## src/rtl/tx_fifo_arbiter_if.sv

```systemverilog
// Bundle of the requester handshake, FIFO write port and status signals of
// tx_fifo_arbiter. The arbiter connects through the master modport. The
// requesters, FIFO and status consumer connect through the slave modport.
interface tx_fifo_arbiter_if #(
    parameter int NUM_REQ    = 2,
    parameter int DATA_WIDTH = 32
);
    logic [NUM_REQ-1:0]            req_valid;
    logic [NUM_REQ*DATA_WIDTH-1:0] req_data;
    logic [NUM_REQ-1:0]            req_last;
    logic [NUM_REQ-1:0]            req_ready;
    logic                          fifo_wr_full;
    logic                          fifo_wr_ena;
    logic [DATA_WIDTH-1:0]         fifo_wr_data;
    logic                          fifo_wr_last;
    logic [NUM_REQ-1:0]            grant;
    logic                          busy;
    logic                          frame_done;
    logic [NUM_REQ-1:0]            err_overlen;
    logic                          err_clr;

    modport master (
        input  req_valid, req_data, req_last, fifo_wr_full, err_clr,
        output req_ready, fifo_wr_ena, fifo_wr_data, fifo_wr_last,
               grant, busy, frame_done, err_overlen
    );

    modport slave (
        output req_valid, req_data, req_last, fifo_wr_full, err_clr,
        input  req_ready, fifo_wr_ena, fifo_wr_data, fifo_wr_last,
               grant, busy, frame_done, err_overlen
    );
endinterface

```

## src/rtl/tx_fifo_arbiter.sv

```systemverilog
// Frame-granular round-robin arbiter in front of the TX FIFO write port.
// A grant is held from the first word to the last word of a frame, so frames
// never interleave in the FIFO. Frames longer than MAX_FRAME_WORDS are cut:
// the word at the limit is written with LAST set, the owner's sticky overlength
// flag is raised, and the rest of the frame is swallowed.
module tx_fifo_arbiter #(
    parameter int NUM_REQ         = 2,
    parameter int DATA_WIDTH      = 32,
    parameter int MAX_FRAME_WORDS = 384
) (
    input  logic              clk_i,
    input  logic              rst_i,
    tx_fifo_arbiter_if.master bus
);
    localparam int IDX_W = $clog2(NUM_REQ);
    localparam int CNT_W = (MAX_FRAME_WORDS > 1) ? $clog2(MAX_FRAME_WORDS) : 1;
    localparam logic [CNT_W-1:0] CNT_LAST = CNT_W'(MAX_FRAME_WORDS - 1);

    localparam logic [1:0] ST_IDLE = 2'd0;
    localparam logic [1:0] ST_XFER = 2'd1;
    localparam logic [1:0] ST_DROP = 2'd2;

    logic [1:0]            state_q,      state_d;
    logic [NUM_REQ-1:0]    grant_q,      grant_d;
    logic [IDX_W-1:0]      owner_q,      owner_d;
    logic [IDX_W-1:0]      last_grant_q, last_grant_d;
    logic [CNT_W-1:0]      count_q,      count_d;
    logic                  frame_done_q, frame_done_d;
    logic [NUM_REQ-1:0]    err_q,        err_d;

    logic                  own_valid;
    logic                  own_last;
    logic [DATA_WIDTH-1:0] own_data;
    logic                  at_max;
    logic                  xfer_acc;
    logic                  drop_acc;
    logic                  pick_valid;
    logic [IDX_W-1:0]      pick_idx;
    logic [IDX_W-1:0]      cand;

    assign own_valid = bus.req_valid[owner_q];
    assign own_last  = bus.req_last[owner_q];
    assign at_max    = (count_q == CNT_LAST);
    assign xfer_acc  = (state_q == ST_XFER) && own_valid && !bus.fifo_wr_full;
    assign drop_acc  = (state_q == ST_DROP) && own_valid;

    // Select the current owner's data word from the packed requester bus.
    always_comb begin
        // NOTE: every variable written here gets a default first; a path that
        // leaves one unassigned would infer a latch.
        own_data = '0;
        for (int i = 0; i < NUM_REQ; i++) begin
            if (owner_q == IDX_W'(i)) begin
                own_data = bus.req_data[i*DATA_WIDTH +: DATA_WIDTH];
            end
        end
    end

    // Round-robin pick: first valid requester after the previous owner, wrapping.
    always_comb begin
        pick_valid = 1'b0;
        pick_idx   = '0;
        cand       = '0;
        for (int k = 1; k <= NUM_REQ; k++) begin
            cand = IDX_W'((int'(last_grant_q) + k) % NUM_REQ);
            if (!pick_valid && bus.req_valid[cand]) begin
                pick_valid = 1'b1;
                pick_idx   = cand;
            end
        end
    end

    // Zero-latency write path and ready steering; everything is quiet in IDLE.
    always_comb begin
        bus.req_ready    = '0;
        bus.fifo_wr_ena  = 1'b0;
        bus.fifo_wr_data = '0;
        bus.fifo_wr_last = 1'b0;
        case (state_q)
            ST_XFER: begin
                bus.req_ready[owner_q] = !bus.fifo_wr_full;
                bus.fifo_wr_ena        = own_valid && !bus.fifo_wr_full;
                bus.fifo_wr_data       = own_data;
                bus.fifo_wr_last       = own_last || at_max;
            end
            ST_DROP: bus.req_ready[owner_q] = 1'b1;
            default: ;
        endcase
    end

    assign bus.grant       = grant_q;
    assign bus.busy        = (state_q != ST_IDLE);
    assign bus.frame_done  = frame_done_q;
    assign bus.err_overlen = err_q;

    // Next-state logic: arbitration, frame word counting, truncation and error flags.
    always_comb begin
        state_d      = state_q;
        grant_d      = grant_q;
        owner_d      = owner_q;
        last_grant_d = last_grant_q;
        count_d      = count_q;
        frame_done_d = 1'b0;
        // Clear is applied first so a same-cycle overlength set wins.
        err_d        = bus.err_clr ? '0 : err_q;
        case (state_q)
            ST_IDLE: begin
                if (pick_valid) begin
                    state_d = ST_XFER;
                    owner_d = pick_idx;
                    grant_d = NUM_REQ'(1) << pick_idx;
                    count_d = '0;
                end
            end
            ST_XFER: begin
                if (xfer_acc) begin
                    if (own_last) begin
                        frame_done_d = 1'b1;
                        last_grant_d = owner_q;
                        count_d      = '0;
                        grant_d      = '0;
                        state_d      = ST_IDLE;
                    end else if (at_max) begin
                        frame_done_d   = 1'b1;
                        err_d[owner_q] = 1'b1;
                        count_d        = '0;
                        state_d        = ST_DROP;
                    end else begin
                        count_d = count_q + 1'b1;
                    end
                end
            end
            ST_DROP: begin
                if (drop_acc && own_last) begin
                    last_grant_d = owner_q;
                    grant_d      = '0;
                    state_d      = ST_IDLE;
                end
            end
            default: begin
                grant_d = '0;
                state_d = ST_IDLE;
            end
        endcase
    end

    // State registers with synchronous reset; requester 0 wins the first arbitration.
    always_ff @(posedge clk_i) begin
        // NOTE: state is updated with non-blocking assignments so every register
        // samples the pre-edge values regardless of statement order.
        if (rst_i) begin
            state_q      <= ST_IDLE;
            grant_q      <= '0;
            owner_q      <= '0;
            last_grant_q <= IDX_W'(NUM_REQ - 1);
            count_q      <= '0;
            frame_done_q <= 1'b0;
            err_q        <= '0;
        end else begin
            state_q      <= state_d;
            grant_q      <= grant_d;
            owner_q      <= owner_d;
            last_grant_q <= last_grant_d;
            count_q      <= count_d;
            frame_done_q <= frame_done_d;
            err_q        <= err_d;
        end
    end
endmodule
```

## src/flat_wrapper.sv

```systemverilog
// flat-port wrapper written by rule: the top's interface ports become plain ports
module tx_fifo_arbiter_flat 
#(
    parameter int NUM_REQ         = 2,
    parameter int DATA_WIDTH      = 32,
    parameter int MAX_FRAME_WORDS = 384
)
  (clk_i, rst_i, bus_req_valid, bus_req_data, bus_req_last, bus_fifo_wr_full, bus_err_clr, bus_req_ready, bus_fifo_wr_ena, bus_fifo_wr_data, bus_fifo_wr_last, bus_grant, bus_busy, bus_frame_done, bus_err_overlen);
  tx_fifo_arbiter_if #(.NUM_REQ(NUM_REQ), .DATA_WIDTH(DATA_WIDTH)) bus_i ();
  input  logic clk_i;
  input  logic rst_i;
  input wire logic [$bits(bus_i.req_valid)-1:0] bus_req_valid;
  input wire logic [$bits(bus_i.req_data)-1:0] bus_req_data;
  input wire logic [$bits(bus_i.req_last)-1:0] bus_req_last;
  input wire logic [$bits(bus_i.fifo_wr_full)-1:0] bus_fifo_wr_full;
  input wire logic [$bits(bus_i.err_clr)-1:0] bus_err_clr;
  output wire logic [$bits(bus_i.req_ready)-1:0] bus_req_ready;
  output wire logic [$bits(bus_i.fifo_wr_ena)-1:0] bus_fifo_wr_ena;
  output wire logic [$bits(bus_i.fifo_wr_data)-1:0] bus_fifo_wr_data;
  output wire logic [$bits(bus_i.fifo_wr_last)-1:0] bus_fifo_wr_last;
  output wire logic [$bits(bus_i.grant)-1:0] bus_grant;
  output wire logic [$bits(bus_i.busy)-1:0] bus_busy;
  output wire logic [$bits(bus_i.frame_done)-1:0] bus_frame_done;
  output wire logic [$bits(bus_i.err_overlen)-1:0] bus_err_overlen;
  assign bus_i.req_valid = bus_req_valid;
  assign bus_i.req_data = bus_req_data;
  assign bus_i.req_last = bus_req_last;
  assign bus_i.fifo_wr_full = bus_fifo_wr_full;
  assign bus_i.err_clr = bus_err_clr;
  assign bus_req_ready = bus_i.req_ready;
  assign bus_fifo_wr_ena = bus_i.fifo_wr_ena;
  assign bus_fifo_wr_data = bus_i.fifo_wr_data;
  assign bus_fifo_wr_last = bus_i.fifo_wr_last;
  assign bus_grant = bus_i.grant;
  assign bus_busy = bus_i.busy;
  assign bus_frame_done = bus_i.frame_done;
  assign bus_err_overlen = bus_i.err_overlen;
  tx_fifo_arbiter #(.NUM_REQ(NUM_REQ), .DATA_WIDTH(DATA_WIDTH), .MAX_FRAME_WORDS(MAX_FRAME_WORDS)) u_core (.clk_i(clk_i), .rst_i(rst_i), .bus(bus_i));
endmodule
```

## config.mk

```make
export PLATFORM = sky130hd
export DESIGN_NAME = tx_fifo_arbiter_flat
export DESIGN_NICKNAME = d
export VERILOG_FILES = /design/src/rtl/tx_fifo_arbiter_if.sv /design/src/rtl/tx_fifo_arbiter.sv /design/src/flat_wrapper.sv
export SDC_FILE = /design/constraint.sdc
export NUM_CORES = 1
export LEC_CHECK = 0
export BUFFER_PORTS_ARGS = -buffer_cell sky130_fd_sc_hd__buf_4
export CORE_UTILIZATION = 40
export CTS_CLUSTER_SIZE = 24
export DETAILED_ROUTE_END_ITERATION = 7
export PLACE_DENSITY = 0.8
export SLEW_MARGIN = 20
export SYNTH_ARGS = -nofsm -noshare
export SYNTH_HDL_FRONTEND = slang
export SYNTH_SLANG_ARGS = --single-unit
```

## constraint.sdc

```tcl
create_clock -name clk_i -period 2.8 [get_ports clk_i]
set_clock_uncertainty 0.15 [all_clocks]
set_input_delay 0.56 -clock clk_i [delete_from_list [all_inputs] [get_ports clk_i]]
set_output_delay 0.56 -clock clk_i [all_outputs]
set_load 0.01 [all_outputs]
```

# [Yosys cells after proc, flatten, opt, wreduce, memory -nomap -nowiden]
# Cells that the tools add are included.
[totals] ff_bits=18 in_bits=72 output_inout_bits=42 elab_cells=92
[classes] add_sub_neg=3 magnitude_cmp=4 n_eq_ne=8 n_shift=1 n_mux=45 bitwise_logic=4 reduce_logical=20
[ops] op="two-way mux 32 bit" count=2
[ops] op="two-way mux 9 bit" count=4
[ops] op="two-way mux 2 bit" count=13
[ops] op="two-way mux 1 bit" count=20
[ops] op="one-hot mux 9 bit (2 select lines)" count=1
[ops] op="one-hot mux 2 bit (3 select lines)" count=2
[ops] op="AND reduction 4 bit" count=3
[ops] op="adder 9 x 1 -> 9 bit (second input constant)" count=1
[ops] op="== test 9 bit (second input constant)" count=1
[ops] op="logical AND 1 bit" count=7
[ops] op="< comparator 1 x 2 -> 1 bit (second input constant)" count=3
[ops] op="inequality test 2 x 1 -> 1 bit (second input constant)" count=3
[ops] op="nonzero test 2 bit" count=3
[ops] op="one-hot mux 2 bit (2 select lines)" count=1
[ops] op="inequality test 3 x 1 -> 1 bit (second input constant)" count=1
[ops] op="AND reduction 3 bit" count=1
[ops] op="OR reduction 3 bit" count=1
[ops] op="adder 1 bit (second input constant)" count=2
[ops] op="bitwise AND 2 bit" count=1
[ops] op="== test 2 x 1 -> 1 bit (second input constant)" count=1
[ops] op="== test 2 bit (second input constant)" count=1
[ops] op="logical NOT 1 bit" count=2
[ops] op="logical NOT 2 bit" count=1
[ops] op="inequality test 2 bit (second input constant)" count=1
[ops] op="other kinds (8)" count=9

# [Longest topological paths before layout]
# Gate-level depths: netlist of run 1.
[depth] word_depth=10 mapped_depth=8 depth_no_buf=6

# [Worst setup path after synthesis of run 1]
# No wires, ideal clock.
[synth_path] kind="reg2reg" start="register u_core.state_q[1]" end="register u_core.count_q[0]" setup_time_ps=133 arrival_time_ps=1683 required_ps=2517 path_slack_ps=834 stages_incl_launch_ff=8 path_buffers=2 period_less_slack_ps=1966 cell_sequence="dfxtp_1 -> inv_1 -> ha_1 -> buf_2 -> o32a_2 -> clkbuf_8 -> o21ai_1 -> nor2_1"
[synth_via] elab_chain_len=5 word_cells_on_any_way=9 classes_between="3 x eq/ne; 1 x mux; 5 x reduce/logical"
[synth_lines] element="from (decl)" line_no="tx_fifo_arbiter.sv:23" rtl="logic [1:0] state_q, state_d;"
[synth_lines] element="from (signal assigned)" line_no="tx_fifo_arbiter.sv:160" rtl="state_q <= state_d;"
[synth_lines] element="== test 2 x 1 -> 1 bit" line_no="tx_fifo_arbiter.sv:44, tx_fifo_arbiter.sv:106"
[synth_lines] element="logical AND 1 bit (2 in series)" line_no="tx_fifo_arbiter.sv:44" rtl="assign xfer_acc = (state_q == ST_XFER) && own_valid && !bus.fifo_wr_full;"
[synth_lines] element="inequality test 2 x 1 -> 1 bit (no line)"
[synth_lines] element="AND reduction 3 bit (no line)"
[synth_lines] element="to (signal assigned)" line_no="tx_fifo_arbiter.sv:164" rtl="count_q <= count_d;"
[synth_lines] element="to (decl)" line_no="tx_fifo_arbiter.sv:27" rtl="logic [CNT_W-1:0] count_q, count_d;"
# Parallel ways exist; a longest one is shown, timed or not.
# A chain may end at the register's enable or synchronous reset.

# [Worst setup path after layout of run 1]
[layout_path] start="register u_core.state_q[1]" end="output bus_fifo_wr_last"
[layout_via] elab_chain_len=2
[layout_lines] element="== test 2 x 1 -> 1 bit" line_no="tx_fifo_arbiter.sv:79" rtl="case (state_q)"
[layout_lines] element="two-way mux 1 bit" line_no="tx_fifo_arbiter.sv:79"
[layout_lines] element="to (decl)" line_no="flat_wrapper.sv:20" rtl="output wire logic [$bits(bus_i.fifo_wr_last)-1:0] bus_fifo_wr_last;"
# No other way between the ends.

==> qor.yml, run 1 <==
start_util_pct: 43.3
holdCritPathClass: "reg -> reg"
wl_per_cell_um: 14.1
crit_required_ns: 2.09
synth_cell_type_count: 39
power_mw: 1.36
post_cts_resized: 0
drv_cap: 0
cp_cell_sequence: "inv_1 > ha_1 > clkinv_1 > buf_4 > a21oi_1 > buf_4"
cp_slowest_cell: "ha_1"
gp_congestion: 0.879
ant_nets: 0
wl_um: 4940
synth_edf_count: 0
numCtsBuffers: 3
drive_above_1_share_pct: 40.8
viasPerCell: 5.23
cp_common_cell: "buf_4"
postCtsSetupBuffers: 0
max_stage_delay_ns: 0.35
die_y_um: 63.3
fin_nets: 382
synth-compound-area-share_pct: 15.2
syn_nets: 272
design.core.area_um2: 3470
antenna_found_initial: 0
overflow: 0
end_kind: "output pin"
syn_avg_cell_area_um2: 7.66
drt_iter0_drc: 77
power_leakage_nw: 1.11
synth.mux.area_fraction_pct: 24.8
outcome: "completed"
rsz0062_at_grt: "no"
ctsLongestPathBuffers: 2
seq_area_frac_synth_pct: 24.0
synth-simple-area-share_pct: 25.8
synth_warnings: 0
drt-pass1-iter-count: 4
syn_area_um2: 1500
crit_fanout: 35
nFillCells: 314
drcViolationCount: 0
fmax_mhz: 413
fin_crit_sh_pct: 86.5
portBuffers: 113
synth_area_leaders: "dfxtp_1 24%, mux2i_1 24%, nor2_1 10%"
grt_pass1_vias: 1759
hpwlAfterDp_um: 4010
cp.arrival_ns: 1.71
syn_to_final_growth_pct: 60.6
synth_seq_cells: 18
tightest_slew_ns: 0.616
row_count: 21
via_count: 1831
grtUsageTotal_pct: 25.3
hold_violations: 0
clock_sinks: 18
diodes: 0
syn_inst: 196
synthFlopType: "dfxtp_1"
synth_top_family_by_area: "simple AND/OR/NAND/NOR gates"
root_buffer: "clkbuf_8"
postCtsHoldBufs: 0
clk_pin_slew_ns: 0.06
grt_pass1_wl_um: 8160
powerDensity_nw_per_um2: 565
drv_slew: 0
synth-xor-area-share_pct: 0.583
tns_ns: 0
grt_max_degree: 36
cp-start-kind: "register"
die-area_um2: 4000
crit_family: "buffers and inverters"
finalSetupViolCount: 0
critPathBufInv: 4
yosys.area.top_type_share_pct: 24.0
cts-htree-levels: 1
worstSetupPathType: "reg -> out"
ios: 114
ir_worst_vdd_uv: 493
synth_fa_ha_area_share_pct: 3.33
cts_tree: "built"
fp.dieW_um: 63.3
relSlewSlack_pct: 58.7
clk-insertion-delay-late_ns: 0.25
fin_crit_ns: 2.42
async_flop_share_pct: 0
yosysTopAreaCell: "dfxtp_1"
## synthesized netlist by cell type (4+ instances only)
cell and count:
nor2_1 41, or4_1 5, o31ai_1 5, nand2_1 14
ha_1 4, dfxtp_1 18, a21oi_1 13, mux2i_1 36
nand3_1 5, nand2b_1 4, buf_2 5, inv_1 8
## final cells by class
type | instances | area, um2 | share of cell area [%]
flip-flops and latches | 18 | 362 | 15.0
clock buffers | 3 | 41.3 | 1.71
inverters | 9 | 33.8 | 1.40
well taps | 46 | 57.6 | 2.39
multi-input cells | 158 | 1050 | 43.4
repair buffers | 116 | 871 | 36.1
## cells by family after synthesis
| family | Yosys count |
|---|---|
| AOI/OAI and AO/OA | 34 |
| adders and majority gates | 4 |
| buffers and inverters | 20 |
| DFF | 18 |
| and+or+nand+nor | 82 |
| xor gates and xnor gates | 1 |
| muxes | 37 |
## path summary, 6_finish.rpt
check        cells past startpoint                      startpoint  slack (ns)                              to
max                              6  u_core.state_q[1]$_SDFFE_PP0P_        0.38                bus_fifo_wr_last
min                              2  u_core.count_q[1]$_SDFFE_PP0P_        0.33  u_core.count_q[1]$_SDFFE_PP0P_
max reg2reg                      6  u_core.state_q[1]$_SDFFE_PP0P_        0.62  u_core.count_q[5]$_SDFFE_PP0P_
min reg2reg                      2  u_core.count_q[1]$_SDFFE_PP0P_        0.33  u_core.count_q[1]$_SDFFE_PP0P_
## cells in the final DEF, fill, tap and decap left out, types with 2 or more instances in the layout
cell type and n:
or3_2 2, o21a_1 2, a21oi_1 13, o2bb2ai_1 2, buf_4 116, nand4_1 3, o21ai_0 3, nand2b_1 4
o31ai_1 5, or4_1 5, clkbuf_8 3, dfxtp_1 17, nor4_1 3, inv_1 8, nor2_1 41, nand3_1 5
ha_1 4, mux2i_1 36, nand2_1 14
## sequential cells by signal (all words and copies together) (netlist names)
signal / count
u_core.bus.grant: 2
u_core.bus.frame_done: 1
u_core.count_q: 9
u_core.state_q: 2
u_core.bus.err_overlen: 2
u_core.last_grant_q: 1
u_core.owner_q: 1
## through the flow
| step | util, % | instances | hold WS, ns | cell area [um2] | worst slack, ns |
|---|---|---|---|---|---|
| after floorplan | - | 196 | 0.299 | 1500 | 0.834 |
| after global placement | 68.3 | 347 | 0.309 | 2370 | 0.664 |
| after detailed placement | 68.3 | 347 | 0.311 | 2370 | 0.642 |
| after CTS | 69.5 | 350 | 0.326 | 2410 | 0.368 |
| after global routing | 69.5 | 350 | 0.349 | 2410 | 0.245 |
| final | 69.5 | 350 | 0.325 | 2410 | 0.378 |
## per-layer routing
metal  global-route usage, %  routed length [um]
met3                    6.34                 370
met4                    7.39                  63
met2                    41.8                2440
met5                       0                   0
met1                    32.2                2060
## tightest hold or removal path, cell delays in order, from the launching register on
cell     delay, ns
dfxtp_1       0.32
nand2_1       0.06
a21oi_1       0.05
## power breakdown
group | switching, mW | internal (mW)
sequential | 0.0396 | 0.287
combinational | 0.444 | 0.416
clock | 0.0798 | 0.0955
total | 0.563 | 0.798
No activity file was read; power rests on OpenSTA's default activity.
==> inputs of run 2 (changes only) <==
--- a/config.mk
+++ b/config.mk
@@ -5,11 +5,10 @@
 export SDC_FILE = /design/constraint.sdc
 export NUM_CORES = 1
 export LEC_CHECK = 0
-export BUFFER_PORTS_ARGS = -buffer_cell sky130_fd_sc_hd__buf_4
-export CORE_UTILIZATION = 40
+export CORE_UTILIZATION = 45
 export CTS_CLUSTER_SIZE = 24
 export DETAILED_ROUTE_END_ITERATION = 7
-export PLACE_DENSITY = 0.8
+export DONT_BUFFER_PORTS = 1
 export SLEW_MARGIN = 20
 export SYNTH_ARGS = -nofsm -noshare
 export SYNTH_HDL_FRONTEND = slang
==> qor.yml, run 2 (synthesis results as in run 1) <==
outcome: "completed"
largest-register: "u_core.count_q"
numCtsBuffers: 3
grt_max_degree: 41
drcViolationCount: 0
post-route-util_pct: 49.9
tightest_slew_ns: 0.604
via_count: 1400
cp_cell_sequence: "inv_1 > ha_1 > clkinv_1 > buf_4 > nor2_1"
finalSetupViolCount: 0
grt_pass1_vias: 1164
ios: 114
cts_tree: "built"
antenna_found_initial: 0
drt-pass1-iter-count: 4
row_count: 20
ir_worst_vdd_uv: 253
gp_congestion: 0.816
wl_per_cell_um: 15.3
clock_sinks: 18
largest_register_ffs: 9
power_mw: 1.05
end_kind: "output pin"
postCtsSetupBuffers: 0
fin_crit_sh_pct: 88.7
rsz0062_at_grt: "no"
fin_crit_ns: 2.48
grtUsageTotal_pct: 18.8
clk-insertion-delay-late_ns: 0.30
p_sw_mw: 0.503
holdCritPathClass: "in -> reg"
tns_ns: 0
cp-start-kind: "register"
drv_cap: 0
post_cts_resized: 0
cts-htree-levels: 1
fin_nets: 268
power_frac_clock_pct: 15.6
drt_iter0_drc: 86
root_buffer: "clkbuf_4"
fmax_mhz: 403
power_leakage_nw: 0.541
crit_required_ns: 2.09
ant_nets: 0
syn_to_final_growth_pct: 3.08
die-area_um2: 3570
overflow: 0
seq_power_share_pct: 30.1
diodes: 0
viasPerCell: 5.96
postCtsHoldBufs: 0
max_stage_delay_ns: 0.34
fp.dieW_um: 59.8
relSlewSlack_pct: 59.4
cp.arrival_ns: 1.77
crit_fanout: 32
cp_slowest_cell: "dfxtp_1"
worstSetupPathType: "reg -> out"
wl_um: 3590
nFillCells: 331
holdWs_ns: 0.150
drive_above_1_share_pct: 5.76
final_common_cell: "nor2_1"
r2r_slack_ns: 0.57
comb_power_share_pct: 54.3
hpwlAfterDp_um: 2730
design.core.area_um2: 3100
internal_power_mw: 0.551
final_cell_mix: "41 x nor2_1, 36 x mux2i_1, 17 x dfxtp_1"
ctsLongestPathBuffers: 2
drv_slew: 0
clk_pin_slew_ns: 0.11
die_y_um: 59.8
portBuffers: 0
grt_pass1_wl_um: 5140
hold_violations: 0
start_util_pct: 48.4
powerDensity_nw_per_um2: 681
sw_frac_of_total_pct: 47.8
## run 2: cell type report
cell class | instances | area (um2) | area share, %
clock buffers | 4 | 36.3 | 2.34
well taps | 44 | 55.1 | 3.56
repair buffers | 2 | 15.0 | 0.970
inverters | 9 | 33.8 | 2.18
multi-input cells | 158 | 1050 | 67.6
flip-flops and latches | 18 | 362 | 23.4
## run 2: final timing paths
check,startpoint,endpoint,cells after the start
max,u_core.state_q[1]$_SDFFE_PP0P_,bus_fifo_wr_data[24],5
min reg2reg,u_core.count_q[1]$_SDFFE_PP0P_,u_core.count_q[1]$_SDFFE_PP0P_,2
min,rst_i,u_core.owner_q$_SDFFE_PP0P_,1
max reg2reg,u_core.state_q[1]$_SDFFE_PP0P_,u_core.count_q[5]$_SDFFE_PP0P_,6
## run 2: metrics by stage
step / cell area, um2 / setup slack, ns / instances
floorplan: 1500 / 0.834 / 196
global placement: 1510 / 0.615 / 231
detailed placement: 1510 / 0.581 / 231
CTS: 1550 / 0.311 / 235
global route: 1550 / 0.0891 / 235
finish: 1550 / 0.317 / 235
## run 2: critical path, delay by kind of cell, from the launching register on
kind	cells	cell delay, ns
buffers and inverters	3	0.53
flip-flops	1	0.34
adder cells (fa/ha/maj)	1	0.34
AND/OR/NAND/NOR	1	0.24
## run 2: metal layers
layer / routed length [um] / track usage, %
met1: 1540 / 23.0
met2: 1750 / 33.8
met3: 289 / 4.98
met4: 6 / 1.99
met5: 0 / 0
## run 2: power by group through the flow
stage | logic [mW] | registers (mW) | clock network (mW)
after floorplan | 0.518 | 0.312 | 0
after global placement | 0.558 | 0.322 | 0
after detailed placement | 0.568 | 0.324 | 0
after CTS | 0.574 | 0.318 | 0.170
final | 0.572 | 0.317 | 0.164
after global routing | 0.635 | 0.324 | 0.192
==> inputs of run 3 (changes only) <==
--- a/config.mk
+++ b/config.mk
@@ -9,6 +9,7 @@
 export CTS_CLUSTER_SIZE = 24
 export DETAILED_ROUTE_END_ITERATION = 7
 export DONT_BUFFER_PORTS = 1
+export GPL_TIMING_DRIVEN = 0
 export SLEW_MARGIN = 20
 export SYNTH_ARGS = -nofsm -noshare
 export SYNTH_HDL_FRONTEND = slang
==> qor.yml, run 3 (synthesis results as in run 1) <==
die_y_um: 59.8
post_cts_resized: 0
max_stage_delay_ns: 0.34
cp_slowest_cell: "dfxtp_1"
portBuffers: 0
row_count: 20
fin_area_um2: 1590
hold-path-cell-count: 2
overflow: 0
root_buffer: "clkbuf_4"
powerDensity_nw_per_um2: 685
fin_nets: 277
wl_um: 3780
drv_cap: 0
crit_required_ns: 2.09
tightest_slew_ns: 0.607
cts_tree: "built"
die-area_um2: 3570
viasPerCell: 6.00
gp_congestion: 0.823
cp-start-kind: "register"
clk_pin_slew_ns: 0.10
cts-htree-levels: 1
end_kind: "output pin"
cp_cell_sequence: "inv_1 > ha_1 > buf_2 > clkinv_1 > clkbuf_1 > nor2_1"
ant_nets: 0
cp.arrival_ns: 1.88
postCtsSetupBuffers: 0
holdCritPathClass: "in -> reg"
tns_ns: 0
grtUsageTotal_pct: 20.1
place_ws_ns: 0.461
wl_per_cell_um: 15.5
finalSetupViolCount: 0
fmax_mhz: 386
power_mw: 1.09
postCtsHoldBufs: 0
worstSetupPathType: "reg -> out"
via_count: 1465
fp.dieW_um: 59.8
fin_ws_ns: 0.211
ctsLongestPathBuffers: 2
syn_to_final_growth_pct: 6.08
ios: 114
drv_slew: 0
reg2regPathDepth: 7
power_leakage_nw: 0.573
clk-insertion-delay-late_ns: 0.30
final_cell_mix: "41 x nor2_1, 36 x mux2i_1, 18 x dfxtp_1"
start_util_pct: 48.4
grt_max_degree: 11
relSlewSlack_pct: 59.2
final_common_cell: "nor2_1"
antenna_found_initial: 0
dpl_cell_area_um2: 1560
grt_pass1_vias: 1253
largest-register: "u_core.count_q"
clock_sinks: 18
drcViolationCount: 0
diodes: 0
rsz0062_at_grt: "no"
largest_register_ffs: 9
design.core.area_um2: 3100
drt-pass1-iter-count: 5
outcome: "completed"
drt_iter0_drc: 72
grt_pass1_wl_um: 5420
fin_crit_ns: 2.59
numCtsBuffers: 3
drive_above_1_share_pct: 7.50
crit_fanout: 10
ir_worst_vdd_uv: 328
fin_crit_sh_pct: 92.5
hold_violations: 0
hpwlAfterDp_um: 3040
run 3: power breakdown:
part | switching, mW | total [mW] | internal, mW
Combinational | 0.408 | 0.617 | 0.209
Sequential | 0.0252 | 0.311 | 0.286
Clock | 0.0838 | 0.163 | 0.0794
Total | 0.517 | 1.09 | 0.575
run 3: path summary, 6_finish.rpt:
path,from,end,slack (ns)
min,bus_err_clr,u_core.bus.err_overlen[0]$_SDFF_PP0_,0.28
max,u_core.state_q[1]$_SDFFE_PP0P_,bus_fifo_wr_data[4],0.21
min reg2reg,u_core.state_q[0]$_SDFFE_PP0P_,u_core.state_q[0]$_SDFFE_PP0P_,0.34
max reg2reg,u_core.state_q[0]$_SDFFE_PP0P_,u_core.count_q[0]$_SDFFE_PP0P_,0.47
run 3: worst max-delay path: cells and delay by family, from the launching register on:
kind | cells | cell delay [ns]
buffers and inverters | 4 | 0.81
AND/OR/NAND/NOR | 1 | 0.28
adder cells (fa/ha/maj) | 1 | 0.14
flip-flops | 1 | 0.34
run 3: final cells by class:
type                            instances  area (um2)
Fill cell                             338        1510
Multi-Input combinational cell        158        1050
Buffer                                 11        61.3
Tap cell                               44        55.1
Inverter                                9        33.8
Clock buffer                            4        36.3
Sequential cell                        18         360
run 3: stage by stage:
stage	hold slack [ns]	instances	utilization (%)
5_1_grt	0.268	244	51.3
3_3_place_gp	0.311	240	50.2
6_report	0.280	244	51.3
2_1_floorplan	0.299	196	-
4_1_cts	0.272	244	51.3
3_5_place_dp	0.326	240	50.2
run 3: layer usage:
layer | vias up | track usage (%) | share of wire, %
met4 | 0 | 3.32 | 0
met2 | 86 | 35.1 | 49
met1 | 663 | 24.8 | 42
met5 | - | 0 | 0
li1 | 716 | - | -
met3 | 0 | 5.41 | 9.0
